`config.mk`:
```
export PLATFORM = sky130hd
export DESIGN_NAME = iob_system_sim_uart_flat
export DESIGN_NICKNAME = d
export VERILOG_FILES = /design/src/rtl/iob_system_sim_uart_pkg.sv /design/src/rtl/iob_system_sim_uart_if.sv /design/src/rtl/iob_system_sim_uart_phy.sv /design/src/rtl/iob_system_sim_uart.sv /design/src/flat_wrapper.sv
export SDC_FILE = /design/constraint.sdc
export NUM_CORES = 1
export LEC_CHECK = 0
export BUFFER_PORTS_ARGS = -buffer_cell sky130_fd_sc_hd__buf_2
export CAP_MARGIN = 25
export CORE_MARGIN = 3
export CORE_UTILIZATION = 36
export DETAILED_ROUTE_END_ITERATION = 8
export SLEW_MARGIN = 20
export SYNTH_ARGS = -nofsm -noshare
export SYNTH_HDL_FRONTEND = slang
export SYNTH_SLANG_ARGS = --single-unit
```
`constraint.sdc`:
```
create_clock -name clk_i -period 6.17 [get_ports clk_i]
set_clock_uncertainty 0.1 [all_clocks]
set_input_delay 0.9255 -clock clk_i [delete_from_list [all_inputs] [get_ports clk_i]]
set_output_delay 0.9255 -clock clk_i [all_outputs]
set_load 0.01 [all_outputs]
```
`src/rtl/iob_system_sim_uart_pkg.sv`:
```
// Shared definitions for the simulation-side UART endpoint: CSR indices,
// serial frame geometry and the TX/RX state encoding.
package iob_system_sim_uart_pkg;

  localparam int DIV_W     = 16;
  localparam int DATA_BITS = 8;

  // Register index = byte address [4:2]
  typedef enum logic [2:0] {
    CSR_SOFTRESET = 3'd0,
    CSR_DIV       = 3'd1,
    CSR_TXDATA    = 3'd2,
    CSR_TXEN      = 3'd3,
    CSR_RXEN      = 3'd4,
    CSR_TXREADY   = 3'd5,
    CSR_RXREADY   = 3'd6,
    CSR_RXDATA    = 3'd7
  } csr_idx_t;

  typedef enum logic [1:0] {
    ST_IDLE  = 2'd0,
    ST_START = 2'd1,
    ST_DATA  = 2'd2,
    ST_STOP  = 2'd3
  } uart_state_t;

endpackage

```
`src/rtl/iob_system_sim_uart_if.sv`:
```
// IOb-native CSR bus between the bench CPU model (master) and the UART endpoint (slave).
interface iob_system_sim_uart_if #(
  parameter int DATA_W = 32,
  parameter int ADDR_W = 5
);
  logic                iob_valid;
  logic [ADDR_W-1:0]   iob_addr;
  logic [DATA_W-1:0]   iob_wdata;
  logic [DATA_W/8-1:0] iob_wstrb;
  logic [DATA_W-1:0]   iob_rdata;
  logic                iob_ready;
  logic                iob_rvalid;

  modport master (
    output iob_valid, iob_addr, iob_wdata, iob_wstrb,
    input  iob_rdata, iob_ready, iob_rvalid
  );

  modport slave (
    input  iob_valid, iob_addr, iob_wdata, iob_wstrb,
    output iob_rdata, iob_ready, iob_rvalid
  );
endinterface

```
`src/rtl/iob_system_sim_uart_phy.sv`:
```
// 8N1 serial engines: TX serialiser and RX deserialiser with a 2-FF input
// synchroniser. Bit period is latched from DIV at each frame start.
module iob_system_sim_uart_phy
  import iob_system_sim_uart_pkg::*;
(
  input  logic                 clk,
  input  logic                 rst_n,
  input  logic                 cke,
  input  logic                 soft_reset,
  input  logic [DIV_W-1:0]     div,
  input  logic                 tx_start,
  input  logic [DATA_BITS-1:0] tx_data,
  output logic                 tx_busy,
  output logic                 txd,
  input  logic                 rx_en,
  input  logic                 rxd,
  output logic                 rx_done,
  output logic [DATA_BITS-1:0] rx_byte
);

  function automatic logic [DIV_W-1:0] sat_div(input logic [DIV_W-1:0] d);
    return (d < DIV_W'(2)) ? DIV_W'(2) : d;
  endfunction

  uart_state_t          tx_state, rx_state;
  logic [DIV_W-1:0]     tx_div, tx_cnt, rx_div, rx_cnt;
  logic [2:0]           tx_bit, rx_bit;
  logic [DATA_BITS-1:0] tx_shift, rx_shift;
  logic                 rx_s1, rx_s2, rx_s3;
  logic                 tx_tick, rx_tick;

  assign tx_tick = (tx_state != ST_IDLE) && (tx_cnt == '0);
  assign rx_tick = (rx_state != ST_IDLE) && (rx_cnt == '0);
  assign rx_byte = rx_shift;

  always_ff @(posedge clk or negedge rst_n) begin
    if (!rst_n) begin
      tx_state <= ST_IDLE;
      tx_busy  <= 1'b0;
      txd      <= 1'b1;
      tx_div   <= DIV_W'(2);
      tx_cnt   <= '0;
      tx_bit   <= '0;
    end else if (cke) begin
      if (soft_reset) begin
        tx_state <= ST_IDLE;
        tx_busy  <= 1'b0;
        txd      <= 1'b1;
      end else if (tx_state == ST_IDLE) begin
        if (tx_start) begin
          tx_state <= ST_START;
          tx_busy  <= 1'b1;
          txd      <= 1'b0;
          tx_div   <= sat_div(div);
          tx_cnt   <= sat_div(div) - DIV_W'(1);
        end
      end else if (!tx_tick) begin
        tx_cnt <= tx_cnt - DIV_W'(1);
      end else begin
        tx_cnt <= tx_div - DIV_W'(1);
        case (tx_state)
          ST_START: begin
            tx_state <= ST_DATA;
            tx_bit   <= '0;
            txd      <= tx_shift[0];
          end
          ST_DATA: begin
            if (tx_bit == 3'd7) begin
              tx_state <= ST_STOP;
              txd      <= 1'b1;
            end else begin
              tx_bit <= tx_bit + 3'd1;
              txd    <= tx_shift[0];
            end
          end
          default: begin
            tx_state <= ST_IDLE;
            tx_busy  <= 1'b0;
          end
        endcase
      end
    end
  end

  // RX: start is qualified half a bit after the edge, then sampled every bit period
  always_ff @(posedge clk or negedge rst_n) begin
    if (!rst_n) begin
      rx_s1    <= 1'b1;
      rx_s2    <= 1'b1;
      rx_s3    <= 1'b1;
      rx_state <= ST_IDLE;
      rx_div   <= DIV_W'(2);
      rx_cnt   <= '0;
      rx_bit   <= '0;
      rx_done  <= 1'b0;
    end else if (cke) begin
      rx_s1   <= rxd;
      rx_s2   <= rx_s1;
      rx_s3   <= rx_s2;
      rx_done <= 1'b0;
      if (soft_reset || !rx_en) begin
        rx_state <= ST_IDLE;
      end else if (rx_state == ST_IDLE) begin
        if (rx_s3 && !rx_s2) begin
          rx_state <= ST_START;
          rx_div   <= sat_div(div);
          rx_cnt   <= (sat_div(div) >> 1) - DIV_W'(1);
        end
      end else if (!rx_tick) begin
        rx_cnt <= rx_cnt - DIV_W'(1);
      end else begin
        rx_cnt <= rx_div - DIV_W'(1);
        case (rx_state)
          ST_START: begin
            rx_state <= rx_s2 ? ST_IDLE : ST_DATA;
            rx_bit   <= '0;
          end
          ST_DATA: begin
            if (rx_bit == 3'd7) rx_state <= ST_STOP;
            else                rx_bit   <= rx_bit + 3'd1;
          end
          default: begin
            rx_state <= ST_IDLE;
            rx_done  <= rx_s2;
          end
        endcase
      end
    end
  end

  always_ff @(posedge clk) begin
    if (cke) begin
      if (tx_state == ST_IDLE && tx_start) tx_shift <= tx_data;
      else if (tx_tick && tx_state != ST_STOP) tx_shift <= tx_shift >> 1;
      if (rx_tick && rx_state == ST_DATA) rx_shift <= {rx_s2, rx_shift[DATA_BITS-1:1]};
    end
  end

endmodule

```
`src/rtl/iob_system_sim_uart.sv`:
```
// Bench-side UART endpoint: IOb CSR slave (decode, handshake, register file)
// wrapped around the serial engines.
module iob_system_sim_uart
  import iob_system_sim_uart_pkg::*;
#(
  parameter int DATA_W = 32,
  parameter int ADDR_W = 5
) (
  input  logic                 clk_i,
  input  logic                 cke_i,
  input  logic                 arst_i,
  iob_system_sim_uart_if.slave iob,
  output logic                 txd_o,
  input  logic                 rxd_i
);

  logic                 ready_q, vld_p1;
  logic [DATA_W-1:0]    rdata_p1, rd_val;
  logic                 soft_reset, tx_en, rx_en, rx_ready;
  logic [DIV_W-1:0]     div_q;
  logic [DATA_BITS-1:0] rx_data, rx_byte;
  logic                 tx_busy, tx_ready, tx_start, rx_done;
  logic                 accept, is_write;
  csr_idx_t             idx;
  logic                 unused_bits;

  assign accept      = iob.iob_valid && ready_q;
  assign is_write    = |iob.iob_wstrb;
  assign idx         = csr_idx_t'(iob.iob_addr[ADDR_W-1 -: 3]);
  assign tx_ready    = tx_en && !soft_reset && !tx_busy;
  assign tx_start    = accept && is_write && (idx == CSR_TXDATA) && tx_ready;
  assign unused_bits = ^{iob.iob_addr[1:0], iob.iob_wdata[DATA_W-1:DIV_W]};

  assign iob.iob_ready  = ready_q;
  assign iob.iob_rvalid = vld_p1;
  assign iob.iob_rdata  = rdata_p1;

  always_comb begin
    rd_val = '0;
    case (idx)
      CSR_TXREADY: rd_val = DATA_W'(tx_ready);
      CSR_RXREADY: rd_val = DATA_W'(rx_ready);
      CSR_RXDATA:  rd_val = DATA_W'(rx_data);
      default:     rd_val = '0;
    endcase
  end

  // Read response stage: accept in cycle N, data and valid in cycle N+1
  always_ff @(posedge clk_i or negedge arst_i) begin
    if (!arst_i) begin
      ready_q    <= 1'b0;
      vld_p1     <= 1'b0;
      rdata_p1   <= '0;
      soft_reset <= 1'b0;
      div_q      <= '0;
      tx_en      <= 1'b0;
      rx_en      <= 1'b0;
      rx_ready   <= 1'b0;
      rx_data    <= '0;
    end else if (cke_i) begin
      ready_q <= 1'b1;
      vld_p1  <= accept && !is_write;
      if (accept && !is_write) rdata_p1 <= rd_val;
      if (accept && is_write) begin
        case (idx)
          CSR_SOFTRESET: soft_reset <= iob.iob_wdata[0];
          CSR_DIV:       div_q      <= iob.iob_wdata[DIV_W-1:0];
          CSR_TXEN:      tx_en      <= iob.iob_wdata[0];
          CSR_RXEN:      rx_en      <= iob.iob_wdata[0];
          default:       ;
        endcase
      end
      // A byte completing in the same cycle as the RXDATA pop keeps rx_ready set
      if (soft_reset)                                           rx_ready <= 1'b0;
      else if (rx_done)                                         rx_ready <= 1'b1;
      else if (accept && !is_write && idx == CSR_RXDATA)        rx_ready <= 1'b0;
      if (rx_done) rx_data <= rx_byte;
    end
  end

  iob_system_sim_uart_phy u_phy (
    .clk        (clk_i),
    .rst_n      (arst_i),
    .cke        (cke_i),
    .soft_reset (soft_reset),
    .div        (div_q),
    .tx_start   (tx_start),
    .tx_data    (iob.iob_wdata[DATA_BITS-1:0]),
    .tx_busy    (tx_busy),
    .txd        (txd_o),
    .rx_en      (rx_en),
    .rxd        (rxd_i),
    .rx_done    (rx_done),
    .rx_byte    (rx_byte)
  );

endmodule

```
`src/flat_wrapper.sv`:
```
// flat-port wrapper written by rule: the top's interface ports become plain ports
module iob_system_sim_uart_flat import iob_system_sim_uart_pkg::*;
#(
  parameter int DATA_W = 32,
  parameter int ADDR_W = 5
)
  (clk_i, cke_i, arst_i, txd_o, rxd_i, iob_iob_valid, iob_iob_addr, iob_iob_wdata, iob_iob_wstrb, iob_iob_rdata, iob_iob_ready, iob_iob_rvalid);
  iob_system_sim_uart_if #(.DATA_W(DATA_W), .ADDR_W(ADDR_W)) iob_i ();
  input  logic clk_i;
  input  logic cke_i;
  input  logic arst_i;
  output logic txd_o;
  input  logic rxd_i;
  input wire logic [$bits(iob_i.iob_valid)-1:0] iob_iob_valid;
  input wire logic [$bits(iob_i.iob_addr)-1:0] iob_iob_addr;
  input wire logic [$bits(iob_i.iob_wdata)-1:0] iob_iob_wdata;
  input wire logic [$bits(iob_i.iob_wstrb)-1:0] iob_iob_wstrb;
  output wire logic [$bits(iob_i.iob_rdata)-1:0] iob_iob_rdata;
  output wire logic [$bits(iob_i.iob_ready)-1:0] iob_iob_ready;
  output wire logic [$bits(iob_i.iob_rvalid)-1:0] iob_iob_rvalid;
  assign iob_i.iob_valid = iob_iob_valid;
  assign iob_i.iob_addr = iob_iob_addr;
  assign iob_i.iob_wdata = iob_iob_wdata;
  assign iob_i.iob_wstrb = iob_iob_wstrb;
  assign iob_iob_rdata = iob_i.iob_rdata;
  assign iob_iob_ready = iob_i.iob_ready;
  assign iob_iob_rvalid = iob_i.iob_rvalid;
  iob_system_sim_uart #(.DATA_W(DATA_W), .ADDR_W(ADDR_W)) u_core (.clk_i(clk_i), .cke_i(cke_i), .arst_i(arst_i), .iob(iob_i), .txd_o(txd_o), .rxd_i(rxd_i));
endmodule
```
==> results of run 1 <==
## metrics by stage
stage | power (W) | cells | setup slack [ps] | area (sq um) | hold slack (ps)
floorplan | 0.00213 | 759 | 3100 | 7230 | 322
global placement | 0.00239 | 1006 | 2420 | 7480 | 332
finish | 0.00338 | 1038 | 2380 | 8050 | 348
detailed placement | 0.00240 | 1006 | 2420 | 7480 | 332
CTS | 0.00340 | 1038 | 2400 | 8050 | 352
global route | 0.00362 | 1038 | 1960 | 8050 | 363
## metal layers
metal,share of wire,vias up,track usage
li1,-,2650,-
met4,0.013,0,0.0503
met5,0,-,0
met3,0.036,16,0.0367
met2,0.48,99,0.263
met1,0.47,2642,0.204
## state kept, by name, indices dropped and copies added, names as in the netlist, 3 cells and up
register               cells
u_core.div_q              16
u_core.u_phy.rx_cnt       16
u_core.u_phy.rx_div       16
u_core.u_phy.tx_cnt       16
u_core.u_phy.tx_div       16
u_core.iob.iob_rdata       8
u_core.rx_data             8
u_core.u_phy.rx_byte       8
u_core.u_phy.tx_shift      8
u_core.u_phy.rx_bit        3
u_core.u_phy.tx_bit        3
## cells by family (layout without fill, tap and decap cells)
logic type,after synthesis,in the layout,share of synthesized area
and+or+nand+nor,265,265,0.172
AOI/OAI and AO/OA,161,161,0.142
DFF,134,134,0.481
buffers and inverters,78,97,0.0565
muxes,71,71,0.109
adders and majority gates,13,13,0.0228
xor gates and xnor gates,13,13,0.0159
other,1,24,0.000525
## cell type report
type	count	share of cell area
clock inverters	15	0.0180
inverters	21	0.00979
clock buffers	17	0.0528
multi-input cells	547	0.422
repair buffers	44	0.0300
flip-flops and latches	134	0.427
well taps	260	0.0404
## worst min path at each step
| stage | end | slack (ps) | cells after the start |
|---|---|---|---|
| 6_report | u_core.u_phy.rx_byte[2] | 350 | 0 |
| 3_3_place_gp | u_core.u_phy.rx_byte[2] | 330 | 0 |
| 3_5_place_dp | u_core.u_phy.rx_byte[2] | 330 | 0 |
| 5_1_grt | u_core.u_phy.rx_byte[5] | 360 | 0 |
| 4_1_cts | u_core.u_phy.rx_byte[2] | 350 | 0 |
| 2_1_floorplan | u_core.u_phy.rx_byte[0] | 320 | 0 |
## cell usage after synthesis, types with 5 or more instances
master,count,area [sq um]
a31oi_1,16,100
nor3b_1,6,45.0
edfxtp_1,16,480
o21ai_0,60,300
nor3_1,14,70.1
dfstp_2,6,158
dfrtp_1,112,2800
ha_1,13,163
o21a_1,5,37.5
mux2i_1,15,150
inv_1,21,78.8
xnor2_1,6,52.6
a21o_1,5,37.5
or2_2,5,31.3
a21oi_1,29,145
a211oi_1,7,52.6
buf_2,5,25.0
nand4_1,5,31.3
xor2_1,7,61.3
nand3_1,16,80.1
and3_1,6,37.5
nor4_1,15,93.8
mux2_2,56,631
clkbuf_1,23,86.3
nor2_1,38,143
and2_1,6,37.5
nand2_1,132,495
nor2b_1,5,31.3
buf_4,24,180
## critical path, stage by stage, from the launching register on
cell and delay (ps):
dfrtp_1 380, inv_1 100, ha_1 480, buf_4 350
nor2_1 100, and3_1 290, a31oi_1 280, ha_1 280
o311ai_0 240, nand4b_1 380, nor4_1 400, xor2_1 180
o21ai_0 80
## power breakdown
| part | switching (W) | leakage (nW) | internal [W] |
|---|---|---|---|
| Combinational | 0.000622 | 1.60 | 0.000461 |
| Clock | 0.000417 | 0.277 | 0.000563 |
| Sequential | 0.000217 | 1.63 | 0.00110 |
==> run summary, run 1 <==
largest net degree at the start of global routing = 76
max_cap viols = 0
Yosys reg bits = 134
Mean Syn Cell Area = 9.71 sq um
Worst Min Path Start = u_core.u_phy.rx_byte[3]
Yosys warning count = 0
r2r endpoint = u_core.u_phy.rx_cnt[14]
part of the cycle the worst path needs = 0.615
HPWL Detailed = 11.3 mm
crit end category = flop
Final Max Slew Viols = 0
Sink Count = 134
TNS Setup = 0 ps
Die X = 147 um
leakage = 3.51 nW
EDFF count, synth = 16
Reg2Reg Depth = 12
fin nets = 824
die height = 147 um
Clock transition at path regs = 60 ps
Final setup viols = 0
power per standard cell area = 420 nW/um^2
WL final = 16.5 mm
io pins = 81
unrepaired setup endpoints after global routing = no
vias in the first global route = 5365
CP Max Fanout = 18
Highest Clock Rate = 0.264 GHz
total track usage = 0.158
Iter 0 DRT Violations = 337
final hold vios = 0
commonest non-fill, non-tap cell in the layout = nand2_1
Critical Path AT = 3970 ps
initial antenna violation count = 0
PortBufs = 38
share of synthesized flip-flops with an asynchronous set or reset = 0.881
Post-Synthesis Cell Area = 7150 sq um
Bufs on Longest Clock Path = 2
register area = 3440 sq um
Yosys cell types = 60
Num CTS Buffers = 17
DR DRC count = 0
Worst IR Drop VDD = 0.176 mV
Final Util = 0.422
total number of vias = 5407
measured slew at the worst slew-check pin = 1050 ps
Hold Path Class = reg -> reg
crit path from = u_core.u_phy.rx_state[0]
Syn-to-layout area delta = 12.6%
core area = 19100 sq um
area of the multi-input gates = 3390 sq um
CTS root buf = clkbuf_16
most frequent cells in the layout = nand2_1, dfrtp_1, o21ai_0
Seq/Total Area, Yosys = 0.481
WL per Instance = 15.9 um
GPL Wtd Cong = 0.822
startpoint types = flop
Mapped Cells = 736
r2r setup slk = 2380 ps
CTS tree = built
Critical Path Sink = u_core.u_phy.rx_cnt[14]
worst r2r src = u_core.u_phy.rx_state[0]
routed vias/inst = 5.21
status = finished clean
Rel. slew slack = 0.299
post-CTS resize count = 0
Crit Path Class = reg -> reg
post-CTS setup buffer count = 0
Tmin final = 3790 ps
# fillers = 1869
ys flop type = dfrtp_1
Req. time, crit path = 6350 ps
Initial DRT Pass Iterations = 7
antenna diode count = 0
Routed Antenna Nets = 0
Die Area = 21600 sq um
Core Rows = 50
htree depth = 4
total global routing overflow = 0
clk_lat worst skew = 420 ps
Initial Utilization = 0.375
global-route wire length before repair = 27.6 mm
layout cells sized above 1 = 0.193
hold buffers post-CTS = 0
No activity file was read; power rests on OpenSTA's default activity.
==> run 2, diff against run 1 <==
Clock period 6.17 ns to 3.1 ns, I/O delays scaled along.
==> run 2 against run 1 <==
First-iteration DRC count fell by 7.7%. Sequential power rose by 93%. Worst hold slack got worse by 190 ps. Clock power rose by 120%. Via count rose by 2.6%. Largest power group unchanged. Design area rose by 5.9%. Highest routed layer unchanged. Worst setup slack got worse by 2200 ps. Sequential cell count did not move.
==> run summary, run 2 (synthesis results as in run 1) <==
total track usage = 0.160
Rel. slew slack = 0.524
Final setup viols = 0
WL met1 = 7.85 mm
Switching Fraction = 0.351
die height = 147 um
status = finished clean
largest net degree at the start of global routing = 55
Int Power = 0.00468 W
critical-path cell list = inv_1, ha_4, buf_4, mux2_2, nor3_1, o31a_1, nand4b_1, nor3_2, xnor2_1, mux2_2
power per standard cell area = 847 nW/um^2
vias in the first global route = 5325
final hold vios = 0
Routed Antenna Nets = 0
Final Max Slew Viols = 0
Clock transition at path regs = 60 ps
Reg2Reg Depth = 10
Syn-to-layout area delta = 19.2%
Hold Crit Endpoint = u_core.div_q[14]
Clk pwr share = 0.297
Worst Min Path Start = iob_iob_wdata[14]
Iter 0 DRT Violations = 311
unrepaired setup endpoints after global routing = no
clk_lat worst skew = 410 ps
Top Metal Used = met4
initial antenna violation count = 0
met3 wire length = 596 um
DR DRC count = 0
Switch Pwr = 0.00253 W
HPWL Detailed = 12.3 mm
Highest Clock Rate = 0.343 GHz
worst r2r src = u_core.u_phy.rx_state[0]
max_cap viols = 0
total global routing overflow = 0
io pins = 81
Buf/Inv on CP = 2
Bufs on Longest Clock Path = 2
register area = 3440 sq um
CP max stage delay = 380 ps
Initial DRT Pass Iterations = 4
Initial Utilization = 0.375
area of the multi-input gates = 3430 sq um
fin area = 8520 sq um
most used cell, CP = mux2_2
r2r setup slk = 190 ps
Worst Hold Path Cells = 3
part of the cycle the worst path needs = 0.939
commonest non-fill, non-tap cell in the layout = nand2_1
met2 WL = 8.25 mm
layout cells sized above 1 = 0.246
Die Area = 21600 sq um
CP delay by family, top = simple AND/OR/NAND/NOR gates
Req. time, crit path = 3300 ps
TNS Setup = 0 ps
r2r endpoint = u_core.u_phy.rx_cnt[12]
CTS tree = built
Num CTS Buffers = 17
WL final = 16.9 mm
crit end category = flop
total number of vias = 5547
htree depth = 4
post-placement cell area = 7830 sq um
# fillers = 1829
Hold Path Class = in -> reg
Tmin final = 2910 ps
most frequent cells in the layout = nand2_1, dfrtp_1, o21ai_0
WL per Instance = 15.6 um
routed vias/inst = 5.11
leakage = 3.77 nW
measured slew at the worst slew-check pin = 712 ps
Crit Path Class = reg -> reg
global-route wire length before repair = 27.9 mm
fin nets = 872
GPL Wtd Cong = 0.871
PortBufs = 38
Die X = 147 um
Core Rows = 50
Worst IR Drop VDD = 0.318 mV
Sink Count = 134
CP Max Fanout = 12
antenna diode count = 0
Critical Path AT = 3110 ps
Critical-path top delay cell = dfrtp_1
startpoint types = flop
core area = 19100 sq um
CTS root buf = clkbuf_16
part of the power in combinational logic = 0.349
power share of the sequential group = 0.354
-- run 2: power by group through the flow --
stage	combinational [W]	clock, W	sequential [W]
finish	0.00252	0.00215	0.00255
floorplan	0.00176	0	0.00249
global route	0.00282	0.00227	0.00261
CTS	0.00247	0.00219	0.00255
detailed placement	0.00247	0	0.00257
global placement	0.00243	0	0.00257
-- run 2: per-stage QoR --
step	setup WS (ps)	hold WS [ps]	utilization	instances	total power, W
2_1_floorplan	94.7	69.4	-	759	0.00425
3_3_place_gp	98.6	336	0.411	1052	0.00500
3_5_place_dp	32.8	338	0.411	1052	0.00504
4_1_cts	11.2	141	0.444	1085	0.00722
5_1_grt	16.5	168	0.447	1086	0.00770
6_report	188	160	0.447	1086	0.00722
-- run 2: per-layer routing --
layer,track usage,up-vias
met1,0.220,2675
li1,-,2743
met5,0,-
met3,0.0290,15
met4,0.0494,0
met2,0.258,114
-- run 2: worst max path at each step --
stage	from	endpoint	slack [ps]	depth (start not counted)
2_1_floorplan	u_core.u_phy.tx_state[0]	u_core.u_phy.tx_cnt[14]	90	13
3_3_place_gp	u_core.u_phy.rx_state[0]	u_core.u_phy.rx_cnt[14]	100	10
3_5_place_dp	u_core.u_phy.rx_state[0]	u_core.u_phy.rx_cnt[14]	30	10
4_1_cts	u_core.u_phy.rx_state[0]	u_core.u_phy.rx_cnt[14]	10	10
5_1_grt	u_core.u_phy.rx_state[0]	u_core.u_phy.rx_cnt[12]	20	10
6_report	u_core.u_phy.rx_state[0]	u_core.u_phy.rx_cnt[12]	190	10
-- run 2: tightest hold or removal path, stage by stage --
cell	delay, ps
buf_2	70
nand2_1	40
o21ai_0	60
-- run 2: final cells by class --
type,count,area share
tap,260,0.0382
timing repair buffer,92,0.0719
sequential,134,0.404
clock inverter,15,0.0239
clock buffer,17,0.0499
multi-input combinational,547,0.403
inverter,21,0.00925
-- run 2: what timing repair did --
| item | CTS | global route |
|---|---|---|
| hold buffers | 1 | 0 |
| setup endpoints to repair | 0 | 10 |
| resized for setup | 0 | 8 |
| buffers inserted | 0 | 1 |
| hold endpoints to repair | 30 | 0 |
==> run 3, diff against run 2 <==
Settings changed: PLACE_DENSITY_LB_ADDON set to 0.15.
==> run 3 against run 2 <==
Die area stayed put. Via count grew 2.2%. Maximum frequency rose by 0.14%. Highest routed layer unchanged.
==> run summary, run 3 (synthesis results as in run 1) <==
CP Depth = 10
final hold vios = 0
Routed Antenna Nets = 0
vias in the first global route = 5563
startpoint types = flop
Final Util = 0.442
Die Area = 21600 sq um
die height = 147 um
clk_lat worst skew = 430 ps
total number of vias = 5667
Reg2Reg Depth = 10
Final Max Slew Viols = 0
Initial DRT Pass Iterations = 6
fin nets = 866
global-route wire length before repair = 29.7 mm
status = finished clean
CP delay by family, top = simple AND/OR/NAND/NOR gates
part of the cycle the worst path needs = 0.938
io pins = 81
Worst IR Drop VDD = 0.553 mV
core area = 19100 sq um
TNS Setup = 0 ps
CP Max Fanout = 5
M3 GR Usage = 0.0370
Final setup viols = 0
unrepaired setup endpoints after global routing = no
DR DRC count = 0
WL per Instance = 16.6 um
WL final = 18.0 mm
Initial Utilization = 0.375
initial antenna violation count = 0
antenna diode count = 0
HPWL Detailed = 12.7 mm
Syn-to-layout area delta = 18.0%
total global routing overflow = 0
Buf/Inv on CP = 1
Iter 0 DRT Violations = 394
Global Route met1 Usage = 0.240
max_cap viols = 0
leakage = 3.71 nW
Worst Hold Path Cells = 3
Clock transition at path regs = 70 ps
PortBufs = 38
Tmin final = 2910 ps
Rel. slew slack = 0.592
Sink Count = 134
Highest Clock Rate = 0.344 GHz
met2 GRT Util = 0.266
crit end category = flop
Die X = 147 um
power per standard cell area = 837 nW/um^2
Critical-path top delay cell = dfrtp_1
Hold Path Class = in -> reg
GPL Wtd Cong = 0.886
critical-path cell list = inv_1, ha_2, mux2_2, a31oi_1, ha_1, o311ai_0, nand4b_1, nor4_2, xor2_1, o21ai_0
Core Rows = 50
layer with the highest usage = met2
layout cells sized above 1 = 0.245
CTS root buf = clkbuf_16
# fillers = 1811
htree depth = 4
commonest non-fill, non-tap cell in the layout = nand2_1
Bufs on Longest Clock Path = 2
CP max stage delay = 390 ps
largest net degree at the start of global routing = 56
most frequent cells in the layout = nand2_1, dfrtp_1, o21ai_0
final hold slack = 137 ps
measured slew at the worst slew-check pin = 612 ps
Req. time, crit path = 3280 ps
Num CTS Buffers = 17
Critical Path AT = 3090 ps
routed vias/inst = 5.25
total track usage = 0.171
Crit Path Class = reg -> reg
CTS tree = built
run 3: changes by cell type in the layout (fill, tap and decap cells not counted), moves of 2 or more:
cell | before | now
buf_4 | 53 | 47
nor4_2 | 2 | 6
nor4_1 | 14 | 10
inv_8 | 0 | 5
clkinv_4 | 4 | 6
bufinv_16 | 4 | 0
run 3: cell type report:
type / count / area [sq um] / share of cell area
Clock inverter: 15 / 141 / 0.0168
Inverter: 21 / 78.8 / 0.00935
Timing Repair Buffer: 86 / 568 / 0.0674
Clock buffer: 17 / 425 / 0.0505
Tap cell: 260 / 325 / 0.0386
Multi-Input combinational cell: 547 / 3450 / 0.409
Sequential cell: 134 / 3440 / 0.408
run 3: tightest hold or removal path, delay by kind of cell:
kind	cells	cell delay [ps]
buffers and inverters	1	70
AOI/OAI and AO/OA	1	60
and+or+nand+nor	1	30
run 3: metal layers:
| layer | vias to the layer above | part of all wire | wire length (um) |
|---|---|---|---|
| met5 | - | 0 | 0 |
| met4 | 0 | 0.011 | 195 |
| met2 | 119 | 0.46 | 8280 |
| met1 | 2791 | 0.49 | 8810 |
| met3 | 17 | 0.039 | 694 |
| li1 | 2740 | - | - |
run 3: stage by stage:
stage	setup slack (ps)	cells	cell area, sq um	total power, W
after CTS	2.17	1079	8370	0.00703
final	192	1080	8430	0.00705
after global placement	108	1046	7790	0.00498
after floorplan	94.7	759	7230	0.00425
after detailed placement	34.1	1046	7790	0.00505
after global routing	5.15	1080	8430	0.00754
run 3: path summary, 6_finish.rpt:
| path | start | to | slack, ps |
|---|---|---|---|
| min in group asynchronous | arst_i | u_core.u_phy.tx_bit[0] | 490 |
| hold reg to reg | u_core.u_phy.rx_byte[1] | u_core.u_phy.rx_byte[0] | 350 |
| max in group asynchronous | arst_i | u_core.u_phy.rx_div[1] | 1640 |
| setup / recovery | u_core.u_phy.rx_state[0] | u_core.u_phy.rx_cnt[14] | 190 |
| hold / removal | iob_iob_wdata[14] | u_core.div_q[14] | 140 |
| setup reg to reg | u_core.u_phy.rx_state[0] | u_core.u_phy.rx_cnt[14] | 190 |
run 3: timing repair:
item                                    4_1_cts  5_1_grt
setup buffers                                 0        1
endpoints found under the setup margin        0       13
resized for setup                             0       11
hold endpoints to repair                     39        0
hold buffers                                  1        0
run 3: power breakdown:
part | switching, W | internal (W)
clock | 0.000888 | 0.00106
combinational | 0.00141 | 0.00112
sequential | 0.000380 | 0.00220
